## config.mk

```make
export PLATFORM = sky130hd
export DESIGN_NAME = sr_reg_loader
export DESIGN_NICKNAME = d
export VERILOG_FILES = /design/src/rtl/sr_loader_pkg.sv /design/src/rtl/sr_pulse_timer.sv /design/src/rtl/sr_reg_loader.sv
export SDC_FILE = /design/constraint.sdc
export NUM_CORES = 1
export LEC_CHECK = 0
export BUFFER_PORTS_ARGS = -buffer_cell sky130_fd_sc_hd__buf_2
export CAP_MARGIN = 20
export CELL_PAD_IN_SITES_DETAIL_PLACEMENT = 0
export CELL_PAD_IN_SITES_GLOBAL_PLACEMENT = 1
export CORE_MARGIN = 5
export CORE_UTILIZATION = 33
export DETAILED_ROUTE_END_ITERATION = 6
export PLACE_DENSITY_LB_ADDON = 0.1
export SYNTH_ARGS = -nofsm -noshare
export SYNTH_HDL_FRONTEND = slang
export SYNTH_HIERARCHICAL = 1
export SYNTH_SLANG_ARGS = --single-unit
```

## constraint.sdc

```tcl
create_clock -name clk1 -period 1.6 [get_ports clk1]
set_clock_uncertainty 0.05 [all_clocks]
set_input_delay 0.24 -clock clk1 [delete_from_list [all_inputs] [get_ports clk1]]
set_output_delay 0.24 -clock clk1 [all_outputs]
set_load 0.03 [all_outputs]
```

## src/rtl/sr_loader_pkg.sv

```systemverilog
// ============================================================================
// Module  : sr_loader_pkg
// Brief   : Shared state encoding and default sizing for the SR register loader.
// Revision: 1.0
// ============================================================================
`default_nettype none

package sr_loader_pkg;

   typedef enum logic [1:0] {
      IDLE  = 2'd0,
      DRIVE = 2'd1,
      HOLD  = 2'd2,
      CHECK = 2'd3
   } sr_state_e;

   localparam int SR_WIDTH        = 4;
   localparam int SR_PULSE_CYCLES = 2;
   localparam int SR_HOLD_CYCLES  = 1;

   function automatic int sr_max(input int a, input int b);
      return (a > b) ? a : b;
   endfunction

endpackage

`default_nettype wire

```

## src/rtl/sr_pulse_timer.sv

```systemverilog
// ============================================================================
// Module  : sr_pulse_timer
// Brief   : Loadable saturating down-counter with zero flag, shared by the
//           pulse and settle phases of the loader.
// Revision: 1.0
// ============================================================================
`default_nettype none

module sr_pulse_timer
   import sr_loader_pkg::*;
#(
   parameter int CW = 2
) (
   input  logic          clk1,
   input  logic          rst_n,
   input  logic          load_i,
   input  logic [CW-1:0] load_val_i,
   output logic          zero_o
);

   logic [CW-1:0] cnt_q;

   always_ff @(posedge clk1 or negedge rst_n) begin
      if (!rst_n) begin
         cnt_q <= '0;
      end else if (load_i) begin
         cnt_q <= load_val_i;
      end else if (cnt_q != '0) begin
         cnt_q <= cnt_q - CW'(1);
      end
   end

   assign zero_o = (cnt_q == '0);

endmodule

`default_nettype wire

```

## src/rtl/sr_reg_loader.sv

```systemverilog
// ============================================================================
// Module  : sr_reg_loader
// Brief   : Turns a valid/ready command into exclusive S/R pulses, a settle
//           window and a done strobe. Readback option: SR_LOADER_READBACK_EN.
// Revision: 1.0
// ============================================================================
`default_nettype none

module sr_reg_loader
   import sr_loader_pkg::*;
#(
   parameter int WIDTH        = SR_WIDTH,
   parameter int PULSE_CYCLES = SR_PULSE_CYCLES,
   parameter int HOLD_CYCLES  = SR_HOLD_CYCLES
) (
   input  logic             clk1,
   input  logic             rst_n,
   input  logic             in_valid,
   output logic             in_ready,
   input  logic [WIDTH-1:0] in_data,
   input  logic             in_clr,
   output logic [WIDTH-1:0] s_out,
   output logic [WIDTH-1:0] r_out,
   input  logic [WIDTH-1:0] q_fb,
   output logic             busy,
   output logic             done,
   output logic             mismatch
);

   localparam int C_MAX_CYC = sr_max(PULSE_CYCLES, HOLD_CYCLES);
   localparam int CW        = $clog2(C_MAX_CYC + 1);
   localparam logic [CW-1:0] C_PULSE_LD = CW'((PULSE_CYCLES > 0) ? PULSE_CYCLES - 1 : 0);
   localparam logic [CW-1:0] C_HOLD_LD  = CW'((HOLD_CYCLES > 0) ? HOLD_CYCLES - 1 : 0);

   if (PULSE_CYCLES < 1) begin : g_bad_pulse
      $error("sr_reg_loader: PULSE_CYCLES must be >= 1");
   end

   sr_state_e        state_q;
   logic [WIDTH-1:0] target_q;
   logic [WIDTH-1:0] s_q;
   logic [WIDTH-1:0] r_q;
   logic             busy_q;
   logic             done_q;

   logic             w_accept;
   logic             w_tmr_load;
   logic [CW-1:0]    w_tmr_val;
   logic             w_tmr_zero;
   logic [WIDTH-1:0] w_target_d;

   assign w_accept   = (state_q == IDLE) && in_valid;
   assign w_target_d = in_clr ? '0 : in_data;
   assign w_tmr_load = w_accept || ((state_q == DRIVE) && w_tmr_zero && (HOLD_CYCLES > 0));
   assign w_tmr_val  = w_accept ? C_PULSE_LD : C_HOLD_LD;

   sr_pulse_timer #(
      .CW (CW)
   ) u_timer (
      .clk1       (clk1),
      .rst_n      (rst_n),
      .load_i     (w_tmr_load),
      .load_val_i (w_tmr_val),
      .zero_o     (w_tmr_zero)
   );

`ifdef SR_LOADER_READBACK_EN
   if (HOLD_CYCLES < 1) begin : g_bad_hold
      $error("sr_reg_loader: readback needs HOLD_CYCLES >= 1 for settling");
   end

   logic mismatch_q;

   always_ff @(posedge clk1 or negedge rst_n) begin
      if (!rst_n) begin
         mismatch_q <= 1'b0;
      end else if (w_accept) begin
         mismatch_q <= 1'b0;
      end else if (state_q == CHECK) begin
         mismatch_q <= (q_fb != target_q);
      end
   end

   assign mismatch = mismatch_q;
`else
   logic w_unused_fb;
   assign w_unused_fb = ^{q_fb, target_q};
   assign mismatch    = 1'b0;
`endif

   // S and R are only ever loaded as a value and its complement, or both zero.
   always_ff @(posedge clk1 or negedge rst_n) begin
      if (!rst_n) begin
         state_q  <= IDLE;
         target_q <= '0;
         s_q      <= '0;
         r_q      <= '0;
         busy_q   <= 1'b0;
         done_q   <= 1'b0;
      end else begin
         done_q <= 1'b0;
         case (state_q)
            IDLE: begin
               if (in_valid) begin
                  target_q <= w_target_d;
                  s_q      <= w_target_d;
                  r_q      <= ~w_target_d;
                  busy_q   <= 1'b1;
                  state_q  <= DRIVE;
               end
            end
            DRIVE: begin
               if (w_tmr_zero) begin
                  s_q <= '0;
                  r_q <= '0;
                  if (HOLD_CYCLES == 0) begin
                     state_q <= CHECK;
                     done_q  <= 1'b1;
                  end else begin
                     state_q <= HOLD;
                  end
               end
            end
            HOLD: begin
               if (w_tmr_zero) begin
                  state_q <= CHECK;
                  done_q  <= 1'b1;
               end
            end
            CHECK: begin
               busy_q  <= 1'b0;
               state_q <= IDLE;
            end
            default: begin
               s_q     <= '0;
               r_q     <= '0;
               busy_q  <= 1'b0;
               state_q <= IDLE;
            end
         endcase
      end
   end

   assign in_ready = (state_q == IDLE);
   assign s_out    = s_q;
   assign r_out    = r_q;
   assign busy     = busy_q;
   assign done     = done_q;

endmodule

`default_nettype wire

```

* Yosys cells after proc, flatten, opt, wreduce, memory -nomap -nowiden
Cells that the tools add are included.
** Cells by class
- Add/sub/neg operators :: 1
- Equality and inequality tests :: 6
- Muxes and demuxes :: 17
- Bitwise operators :: 1
- Reduce and logical (&&, ||, !) cells :: 12
** Operator list (count)
- two-way mux 4 bit :: 4
- one-hot mux 4 bit (2 select lines) :: 2
- two-way mux 2 bit :: 5
- one-hot mux 2 bit (4 select lines) :: 1
- nonzero test 2 bit :: 4
- inequality test 2 bit, second input constant :: 3
- AND reduction 3 bit :: 2
- == test 2 bit, second input constant :: 2
- zero test 2 bit :: 2
- two-way mux 1 bit :: 4
- inverter 4 bit :: 1
- == test 2 x 1 -> 1 bit, second input constant :: 1
- logical AND 1 bit :: 2
- one-hot mux 1 bit (2 select lines) :: 1
- AND reduction 2 bit :: 1
- subtractor 2 x 1 -> 2 bit, second input constant :: 1
- logical OR 1 bit :: 1
** Storage, ports and cells
- Register bits after elaboration :: 14
- Output and inout port bits :: 12
- Word-level logic and storage cells :: 43

* Logic depth before layout (Yosys ltp)
- Depth after elaboration :: 4
- Gate-level depth with buffers :: 6

* By module
Netlist, hierarchy kept.
** Modules (own cells, without submodules)
- sr_reg_loader :: times used 1, cells an instance 52, area each 628.1 um2, seq. area each 300.3 um2
- sr_pulse_timer :: times used 1, cells an instance 12, area each 113.9 um2, seq. area each 50.0 um2

* Least setup slack after synthesis
No wires, ideal clock.
- Kind :: flip-flop to flip-flop
- Start point :: register state_q[0]
- End point :: register r_q[0] (netlist: r_out[0])
- Arrival :: 1.592 ns
- Data required time :: 1.425 ns
- Setup slack :: -0.167 ns
- Cell stages (with the launch flop) :: 6
- Path buffers :: 0
- Cells stage by stage :: dfrtp_1 inv_1 ha_1 and2b_1 nor2_4 mux2_2
** On the way
- Cells in the longest elaborated chain, start to end :: 3
- Elaborated cells between the ends (all ways) :: 7
- Those cells by class :: 3 x eq/ne; 1 x mux; 3 x reduce/logical
** Ends and longest elaborated chain
- start, declared :: RTL line sr_reg_loader.sv:39 : sr_state_e state_q;
- start signal, assigned :: RTL line sr_reg_loader.sv:94 : state_q <= IDLE;
- start signal, assigned :: RTL line sr_reg_loader.sv:109 : state_q <= DRIVE;
- start signal, assigned :: RTL line sr_reg_loader.sv:117 : state_q <= CHECK;
- zero test 2 bit (*)
- net in_ready :: RTL line sr_reg_loader.sv:19 : output logic in_ready,
- inequality test 2 bit (no line) or nonzero test 2 bit (tied branches)
- AND reduction 3 bit (no line)
- end signal, assigned :: RTL line sr_reg_loader.sv:107 : r_q <= ~w_target_d;
- end, declared :: RTL line sr_reg_loader.sv:42 : logic [WIDTH-1:0] r_q;
Mark *: on every way through the listed nets, which the timed path passes. The rest lies on a longest branch.
A chain may end at the register's enable or synchronous reset.

* Worst setup path in the final report
- Start point :: register state_q[0]
- End point :: register r_q[3] (netlist: r_out[3])
** On the way
- Cells in the longest elaborated chain, start to end :: 3
- Elaborated cells between the ends (all ways) :: 7
- Those cells by class :: 3 x eq/ne; 1 x mux; 3 x reduce/logical
** Ends and longest elaborated chain
- == test 2 x 1 -> 1 bit or zero test 2 bit (tied branches) :: RTL line sr_reg_loader.sv:102 : case (state_q)
- inequality test 2 bit (no line) or nonzero test 2 bit (tied branches)
- AND reduction 3 bit (no line)
Several ways; a longest one is shown, not always the timed one.

==> results.cfg <==
[critical_path]
r2r-start = state_q[0]$_DFFE_PN0P_
crit_type = flip-flop to flip-flop
rrSetupSlack_ps = 10
required_ps = 1720
worstRegToRegCells = 6
worstPathMaxFanout = 8
crit_path_end_kind = flip-flop
rr_endpoint = r_out[3]$_DFFE_PN0P_
start_kind = flip-flop
cp.arrival_ps = 1710

[grt]
grt_overflow = 0
antenna_found_initial = 0
grt_pass1_vias = 563
track_usage_pct = 9.526
grt_max_degree = 15
grt_pass1_wl_um = 2470

[sta]
fin_crit_sh_pct = 99.36
timing.final.crit_period_ps = 1590
finalMaxSlewViolations = 0
setup-violations-final = 0
grt_setup_unrepaired = yes
clock.fmax_mhz = 629.0
finalHoldViolCount = 0

[cells_and_area]
final_util_pct = 48.90
area_growth_pct = 43.00
fin_area_mm2 = 0.001061
final_nets = 117
seq_area_um2 = 350.3
antenna_cells = 0
final_cell_mix = buf_2 (18), dfrtp_1 (14), buf_4 (9)
layout_commonest_cell = buf_2
multi_input_area_um2 = 421.7
layout-drive-gt1-share_pct = 52.04
fillers = 226

[power_and_ir_drop]
total_power_mw = 2.542
p_leak_nw = 0.5315
max-vdd-ir-drop_uv = 1012
power.density_mw_per_mm2 = 2396

[drt]
drt_iter0_drc = 5
wirelength_um = 1453
vias = 565
wl_per_cell_um = 11.53
drt_pre_antenna_iters = 4
ant_nets = 0
drc_errors = 0
routed_via_density = 4.484

[logic_synthesis]
yosysUniqueCellTypes = 22
synth_area_per_cell_um2 = 11.59
muxShareOfSynthArea_pct = 15.01
syn_inst = 64
synth_top_family_by_area = multiplexers
synth.area.top_cells = dfrtp_1 (47%), mux2_2 (14%), ha_1 (10%)
yosysWarnings = 6
yosys.area_share.adder_pct = 10.12
synth-xor-area-share_pct = 1.180
synth_area_leader_cell = dfrtp_1
yosysSeqAreaShare_pct = 47.22
synthesis.area_um2 = 742.0
yosys_register_bits = 14
yosys.area_share.simple_pct = 13.49
netlist.area_leader.share_pct = 47.22
synth-compound-area-share_pct = 8.938

[floorplan]
core_mm2 = 0.002170
fp.dieW_um = 57.42
io-pin-count = 24
start_util_pct = 34.20
std_cell_rows = 17
die_h_um = 57.42
die_area_mm2 = 0.003296

[worst_hold_path]
hp-start = in_valid
hold_path_depth = 4
hold_end = u_timer/cnt_q[0]$_DFFE_PN0P_
hold_path.class = primary input to flip-flop

[clocking]
clkTransAtPathRegs_ps = 90
cts.sinks = 14
clockBufferDepth = 2
clock_latency_ps = 280
htree_levels = 1
cts_made_buffers = 3
cts_tree = yes
clk_root_buffer_cell = clkbuf_4

[placement]
place_area_um2 = 938.4
routabilityCongestion = 0.7132
portBuffers = 18
dpl.hpwl_um = 1110

[outcome]
status = finished, final reports clean

[run]
cap_violations = 0
## worst max-delay path by stage
stage,from,end,slack (ps)
floorplan,state_q[0]$_DFFE_PN0P_,r_out[0]$_DFFE_PN0P_,8
global placement,state_q[0]$_DFFE_PN0P_,s_out[0]$_DFFE_PN0P_,-30
detailed placement,state_q[0]$_DFFE_PN0P_,r_out[0]$_DFFE_PN0P_,-30
CTS,state_q[0]$_DFFE_PN0P_,r_out[3]$_DFFE_PN0P_,3
global route,state_q[0]$_DFFE_PN0P_,s_out[1]$_DFFE_PN0P_,-30
finish,state_q[0]$_DFFE_PN0P_,r_out[3]$_DFFE_PN0P_,10
## critical path, cell delays in order (launching register included)
cell and delay [ps]:
dfrtp_1 410, buf_6 130, ha_4 150, mux2i_2 160, nor2_4 130, buf_12 130
mux2_2 320
## where the power goes
part           total [mW]  switching (mW)  internal [mW]
Clock               0.258           0.120          0.138
Combinational        1.66           0.817          0.842
Sequential          0.625          0.0852          0.540
## timing repair
action	4_1_cts	5_1_grt
pin swaps	1	1
hold buffers	1	0
setup endpoints to repair	9	10
resized for setup	8	4
setup buffers	2	1
endpoints found under the hold margin	14	0
## metal layers
layer	part of all wire [%]	track usage, %	routed length [um]	vias up
met4	0.96	4.967	14	0
li1	-	-	-	288
met5	0	0	0	-
met3	3.4	1.810	49	2
met1	49	12.97	712	266
met2	47	14.19	676	9
## synthesized netlist by cell type
| library cell | n |
|---|---|
| dfrtp_1 | 14 |
| mux2_2 | 9 |
| ha_1 | 6 |
| inv_1 | 5 |
| a21oi_1 | 4 |
| nor3b_1 | 4 |
| and2_1 | 3 |
| nor2_1 | 3 |
| nand2_1 | 2 |
| o21ai_0 | 2 |
| a21o_1 | 1 |
| and2b_1 | 1 |
| buf_4 | 1 |
| conb_1 | 1 |
| mux2i_1 | 1 |
| nor2_4 | 1 |
| nor2b_1 | 1 |
| o21ba_2 | 1 |
| o31a_1 | 1 |
| o32a_1 | 1 |
| or2b_1 | 1 |
| xor2_1 | 1 |
## layout make-up
cell class / count / area share [%]
Multi-Input combinational cell: 45 / 39.74
Sequential cell: 14 / 33.02
Timing Repair Buffer: 30 / 18.75
Clock buffer: 4 / 3.420
Tap cell: 28 / 3.302
Inverter: 5 / 1.769
## logic make-up after synthesis
| family | after synthesis |
|---|---|
| buf+inv | 6 |
| xor+xnor | 1 |
| flops | 14 |
| other cells | 1 |
| fa+ha+maj | 6 |
| compound gates | 10 |
| simple gates | 16 |
| mux | 10 |
## registers in the layout, indices dropped and copies added (netlist names)
signal,flops
busy,1
done,1
r_out,4
s_out,4
state_q,2
u_timer/cnt_q,2
## stage by stage
stage / setup WS (ps) / hold WS (ps) / setup TNS, ps / std cells
CTS: 3.423 / 308.7 / 0 / 125
detailed placement: -27.62 / 109.5 / -190.6 / 118
global route: -30.60 / 296.1 / -135.0 / 126
finish: 10.19 / 277.1 / 0 / 126
floorplan: 8.488 / -105.6 / 0 / 65
global placement: -28.49 / 107.1 / -197.7 / 118
Power figures use the tool's default switching activity.
